**src/rtl/rr_mux4way_pkg.sv**
```systemverilog
// rr_mux4way_pkg: channel indices and count shared by the collector and its arbiter
package rr_mux4way_pkg;
  localparam int NUM_CH = 4;
  localparam logic [1:0] CH_A = 2'd0;
  localparam logic [1:0] CH_B = 2'd1;
  localparam logic [1:0] CH_C = 2'd2;
  localparam logic [1:0] CH_D = 2'd3;
  function automatic logic [NUM_CH-1:0] ch_onehot(input logic [1:0] idx);
    return NUM_CH'(1) << idx;
  endfunction
endpackage

```
**src/rtl/rr_mux4way_arbiter.sv**
```systemverilog
// rr_arbiter4: combinational round-robin scan starting at ptr
module rr_arbiter4
  import rr_mux4way_pkg::*;
(
  input  logic [NUM_CH-1:0] req,
  input  logic [1:0]        ptr,
  output logic              gnt_valid,
  output logic [1:0]        gnt_idx
);
  always_comb begin
    gnt_valid = |req;
    gnt_idx = ptr;
    for (int k = NUM_CH - 1; k >= 0; k--)
      if (req[ptr + 2'(k)]) gnt_idx = ptr + 2'(k);
  end
endmodule

```
**src/rtl/rr_mux4way.sv**
```systemverilog
// rr_mux4way: registered 4-to-1 valid/ready collector with round-robin grant and source tag
module rr_mux4way
  import rr_mux4way_pkg::*;
#(
  parameter int WIDTH = 16
) (
  input  logic                    clk,
  input  logic                    reset,
  input  logic [NUM_CH-1:0]       in_valid,
  input  logic [NUM_CH*WIDTH-1:0] in_data,
  output logic [NUM_CH-1:0]       in_ready,
  output logic                    out_valid,
  output logic [WIDTH-1:0]        out_data,
  output logic [1:0]              out_sel,
  input  logic                    out_ready
);
  logic             out_valid_q, out_valid_d;
  logic [WIDTH-1:0] out_data_q, out_data_d;
  logic [1:0]       out_sel_q, out_sel_d;
  logic [1:0]       ptr_q, ptr_d;
  logic             gnt_valid, can_accept, xfer;
  logic [1:0]       gnt_idx;
  rr_arbiter4 u_arb (
    .req       (in_valid),
    .ptr       (ptr_q),
    .gnt_valid (gnt_valid),
    .gnt_idx   (gnt_idx)
  );
  // reset blocks acceptance so no producer sees a handshake that gets discarded
  always_comb begin
    can_accept = !out_valid_q | out_ready;
    xfer = can_accept & gnt_valid & !reset;
    in_ready = xfer ? ch_onehot(gnt_idx) : '0;
    out_valid_d = xfer ? 1'b1 : out_valid_q & !out_ready;
    out_data_d = xfer ? in_data[gnt_idx*WIDTH +: WIDTH] : out_data_q;
    out_sel_d = xfer ? gnt_idx : out_sel_q;
    ptr_d = xfer ? gnt_idx + 2'd1 : ptr_q;
  end
  always_ff @(posedge clk) begin
    if (reset) begin
      out_valid_q <= 1'b0;
      out_data_q <= '0;
      out_sel_q <= CH_A;
      ptr_q <= CH_A;
    end else begin
      out_valid_q <= out_valid_d;
      out_data_q <= out_data_d;
      out_sel_q <= out_sel_d;
      ptr_q <= ptr_d;
    end
  end
  assign out_valid = out_valid_q;
  assign out_data = out_data_q;
  assign out_sel = out_sel_q;
endmodule

```
**config.mk**
```make
export PLATFORM = sky130hd
export DESIGN_NAME = rr_mux4way
export DESIGN_NICKNAME = d
export VERILOG_FILES = /design/src/rtl/rr_mux4way_pkg.sv /design/src/rtl/rr_mux4way_arbiter.sv /design/src/rtl/rr_mux4way.sv
export SDC_FILE = /design/constraint.sdc
export NUM_CORES = 1
export LEC_CHECK = 0
export CAP_MARGIN = 30
export CORE_MARGIN = 8
export CORE_UTILIZATION = 35
export CTS_CLUSTER_DIAMETER = 150
export DETAILED_ROUTE_END_ITERATION = 16
export HOLD_SLACK_MARGIN = 0.15
export PLACE_DENSITY = 0.84
export SLEW_MARGIN = 15
export SYNTH_ARGS = -nofsm -noshare
export SYNTH_HDL_FRONTEND = slang
export SYNTH_SLANG_ARGS = --single-unit
```
**constraint.sdc**
```tcl
create_clock -name clk -period 2.68 [get_ports clk]
set_clock_uncertainty 0.05 [all_clocks]
set_input_delay 0.67 -clock clk [delete_from_list [all_inputs] [get_ports clk]]
set_output_delay 0.67 -clock clk [all_outputs]
set_load 0.01 [all_outputs]
```
; ---- Word level (Yosys, flattened, before mapping)
; Cells that the tools add are included.
[totals]
register_bits = 21
input_bits = 71
out_inout_bits = 23
word_cells = 36
[op_classes]
n_addsub = 4
order_cmp = 4
n_shift = 2
mux = 14
bitwise = 4
n_reduce_logical = 4
[ops]
columns = operator, n
row1 = 64-bit by 7-bit indexed part select with 16-bit output, 1
row2 = "2-bit by 3-bit < comparator with 1-bit output, second input constant", 4
row3 = 1-bit binary-select mux with 2-bit select, 4
row4 = 2-bit 2-to-1 mux, 4
row5 = 1-bit 2-to-1 mux, 5
row6 = "2-bit by 1-bit adder with 2-bit output, second input constant", 2
row7 = "2-bit adder, second input constant", 2
row8 = 4-bit 2-to-1 mux, 1
row9 = 4-bit OR reduction, 1
row10 = "1-bit by 2-bit left shift with 4-bit output, first input constant", 1
row11 = 1-bit AND, 3
row12 = 1-bit logical NOT, 3
row13 = 1-bit OR, 1

; ---- Logic depth before layout (Yosys ltp)
[logic_depth]
word_depth = 9
depth_mapped = 7
mapped_depth_nobuf = 5

; ---- Modules after synthesis
; Synthesis repeated with hierarchy kept, for this count alone.
[hier_totals]
hier_cells = 96
area_unflattened_um2 = 1261.2
[modules_own_cells]
columns = module, instances, cells_per_inst, area_per_inst_um2, seq_area_each_um2
row1 = rr_mux4way, 1, 80, 1161.1, 420.4
row2 = rr_arbiter4, 1, 16, 100.1, 0.0

; ---- Worst setup path before layout
; OpenSTA, ideal clock, no wires.
[synth_timing]
path_type = input to output
start = in in_valid[2]
end = out in_ready[1]
arrival_ps = 1761
t_required_ps = 1960
path_slack_ps = 199
stages = 7
path_buffers = 2
cell_sequence = nor2b_1 o21bai_1 a211oi_2 buf_6 buf_8 inv_2 nor2_1
[synth_via]
elab_chain_cells = 8
word_cells_on_any_way = 17
classes_between = shift: 1 / mux: 13 / bitwise: 2 / reduce/logical: 1
[synth_rtl]
columns = element, line_no
row1 = "start, declared", rr_mux4way.sv:9  ; input logic [NUM_CH-1:0] in_valid,
row2 = 1-bit binary-select mux with 2-bit select, rr_mux4way_arbiter.sv:14  ; if (req[ptr + 2'(k)]) gnt_idx = ptr + 2'(k);
row3 = 1-bit 2-to-1 mux (implied by the code), rr_mux4way_arbiter.sv:14
row4 = 2-bit 2-to-1 mux (4 in a row), rr_mux4way_arbiter.sv:14
row5 = 1-bit by 2-bit left shift with 4-bit output, rr_mux4way_pkg.sv:9  ; return NUM_CH'(1) << idx;
row6 = 4-bit 2-to-1 mux (*), rr_mux4way.sv:33  ; in_ready = xfer ? ch_onehot(gnt_idx) : '0;
row7 = "end, declared", rr_mux4way.sv:11  ; output logic [NUM_CH-1:0] in_ready,
; Mark *: on every way between the ends. The rest lies on a longest branch, timed or not. The select of a mux whose other input is x is not followed.

; ---- Final worst setup path
[layout_timing]
start = in in_valid[1]
end = out in_ready[1]
; Same word-level chain as after synthesis.

==> flow_summary.yaml <==
pwr:
  switching_power_uw: 382
  power_frac_comb_pct: 48.9
  sw_frac_of_total_pct: 32.1
  clkPwrFrac_pct: 17.5
  p_seq_share_pct: 33.6
  leakage_uw: 0.00101
  p_per_area_nw_per_um2: 479
  ir_drop_mv: 0.313
  p_int_uw: 808
hold_path:
  hold_path_class: "flip-flop to flip-flop"
  min-delay-start: "out_data[2]$_SDFFE_PP0P_"
placement:
  placed_cell_area_um2: 2430
  gp_congestion: 0.820
  port_buffers: 93
  hpwl_um: 3700
sta:
  fmax_ghz: 0.386
  setup_viol: 0
  setup_tns_ns: 0
  finalHoldViolations: 0
  period_needed_ns: 2.59
  slew_viol_final: 0
  holdWs_ns: 0.414
  rsz0062_at_grt: "false"
  period_share_pct: 96.6
  tightest_slew_ns: 0.445
  maxSlewHeadroom_pct: 70.2
clock_network:
  clock-root-buffer: "clkbuf_8"
  cts_sinks: 21
  clkSlewWorstSetupHoldPaths_ns: 0.08
  cts.path.max_buffers: 2
  post_cts_buffers: 0
  htreeDepth: 1
  cts_tree: "built"
  clk-insertion-delay-late_ns: 0.26
  ctsHoldBuffers: 0
  cts_made_buffers: 3
global_route:
  antenna_found_initial: 0
  grt_pass1_wl_um: 7330
  globalRouteOverflowTotal: 0
  grt_max_degree: 21
  grt_pass1_vias: 1593
  track_usage_pct: 14.3
route:
  wl_per_cell_um: 15.1
  ant_nets: 0
  first_iter_violations: 25
  vias: 1462
  via_per_inst: 4.96
  remaining_drc_errors: 0
  drt_wl_total_um: 4440
  firstDrtPassIters: 4
yosys:
  syn_inst: 137
  async_flop_share_pct: 0
  ys_types: 32
  yosysWarnings: 0
  ys_ff_latch: 21
  seq_area_frac_synth_pct: 31.2
  synth_nets: 208
  avgSynthCellArea_um2: 9.85
  synth_area_um2: 1350
  ys.flop_type: "dfxtp_1"
  synth_edf_count: 0
critical_path:
  end_kind: "output port"
  crit_buf_inv: 3
  critPathMaxFanout: 5
  cp.required_ns: 1.96
  setup.worst_path.start: "in_valid[1]"
  startpoint_type: "input pin"
  critPathKind: "input pin to output port"
  cpPeakStageDelay_ns: 0.30
  cp_slowest_cell: "nor4_4"
  r2r_start: "ptr_q[0]$_SDFFE_PP0P_"
  path_delay_family: "buffers and inverters"
  crit_path_cell_trace: "clkdlybuf4s15_2, nor4_4, nor3_1, buf_4, o311a_1, o21ai_2, nor2_1, buf_2"
  crit_arrival_ns: 1.87
run_status:
  status: "finished clean"
cells_and_area:
  diodes: 0
  seq_area_um2: 420
  layout.nets: 319
  areaGrowthSynthToFinish_pct: 84.2
  multi_input_area_um2: 872
  drive_gt1_share_pct: 21.5
  postLayoutCellArea_um2: 2480
  fillers: 330
die:
  die_area_um2: 6100
  rows: 22
  die_height_um: 78.1
  core-area_um2: 3690
  num_io_pins: 94
  die_w_um: 78.1
  initial_core_util_pct: 36.6
flow_run:
  cap_violations: 0
==> synth_stat cells (2+ instances only) <==
library cell | number | area share, %
a211oi_1 | 3 | 1.7
inv_1 | 4 | 1.1
nand2_1 | 17 | 4.7
nor2_1 | 11 | 3.1
o221ai_2 | 9 | 10
mux2i_1 | 33 | 24
nor2b_1 | 3 | 1.4
o21ai_0 | 2 | 0.74
a21oi_1 | 2 | 0.74
buf_2 | 4 | 1.5
o221ai_1 | 7 | 4.5
buf_12 | 2 | 3.0
dfxtp_1 | 21 | 31
==> worst min-delay path, cell delays in order, from the launching register on <==
cell and delay, ns:
dfxtp_1 0.33, nand2_1 0.05, o221ai_1 0.05
==> layer usage <==
| layer | wire length [um] | vias up | track usage (%) |
|---|---|---|---|
| met5 | 0 | - | 0 |
| met4 | 53 | 0 | 3.70 |
| met3 | 364 | 4 | 5.24 |
| met2 | 2110 | 59 | 24.3 |
| met1 | 1910 | 669 | 16.4 |
| li1 | - | 730 | - |
==> through the flow <==
| stage | setup WS (ns) | power [uW] | instances | utilization (%) |
|---|---|---|---|---|
| after global routing | 0.00704 | 1270 | 295 | 67.4 |
| after detailed placement | -0.696 | 996 | 291 | 65.9 |
| after floorplan | 0.199 | 719 | 137 | - |
| final | 0.0905 | 1190 | 295 | 67.4 |
| after CTS | 0.00750 | 1210 | 295 | 67.1 |
| after global placement | -0.660 | 984 | 291 | 65.9 |
==> final cells by class <==
type                       instances  area share [%]
multi-input combinational        102            35.1
tap                               48            2.42
sequential                        21            16.9
timing repair buffer             115            43.0
clock buffer                       3            1.66
clock inverter                     1           0.201
inverter                           5           0.755
==> placed cells by master, fill, tap and decap left out, types with 2 or more instances in the layout <==
cell              n
a211oi_2          2
buf_2             4
buf_4            21
clkbuf_2          2
clkbuf_8          3
clkdlybuf4s50_1  83
dfxtp_1          21
dlygate4sd2_1     3
inv_1             4
mux2i_1          33
nand2_1          17
nor2_1           10
nor2b_1           3
o21ai_0           2
o221ai_1          7
o221ai_2          9
==> final timing paths <==
check                                           endpoint  slack [ns]  depth (start not counted)
worst max-delay path                         in_ready[1]        0.09                          8
worst min-delay path            out_data[2]$_SDFFE_PP0P_        0.41                          2
worst max register to register  out_data[9]$_SDFFE_PP0P_        0.59                          7
worst min register to register  out_data[2]$_SDFFE_PP0P_        0.41                          2
==> sequential cells by signal, indices dropped and copies added (netlist names) <==
register and count:
out_data 16, out_sel 2, out_valid 1, ptr_q 2
==> power by group through the flow <==
stage,logic [uW],registers (uW),clock network [uW]
2_1_floorplan,296,422,0
3_3_place_gp,582,403,0
3_5_place_dp,590,406,0
4_1_cts,589,400,216
5_1_grt,628,409,230
6_report,582,400,208
==> repair_timing <==
| item | CTS | global route |
|---|---|---|
| setup endpoints to repair | 4 | 4 |
| pin swaps | 6 | 2 |
| gates resized for setup | 30 | 6 |
==> kinds of logic after synthesis <==
family                 after synthesis  synth area share (%)
muxes                               33                  24.5
AOI/OAI and AO/OA                   31                  23.2
buffers and inverters               14                  8.35
and+or+nand+nor                     38                  12.8
DFF                                 21                  31.2
Power figures use the tool's default switching activity.
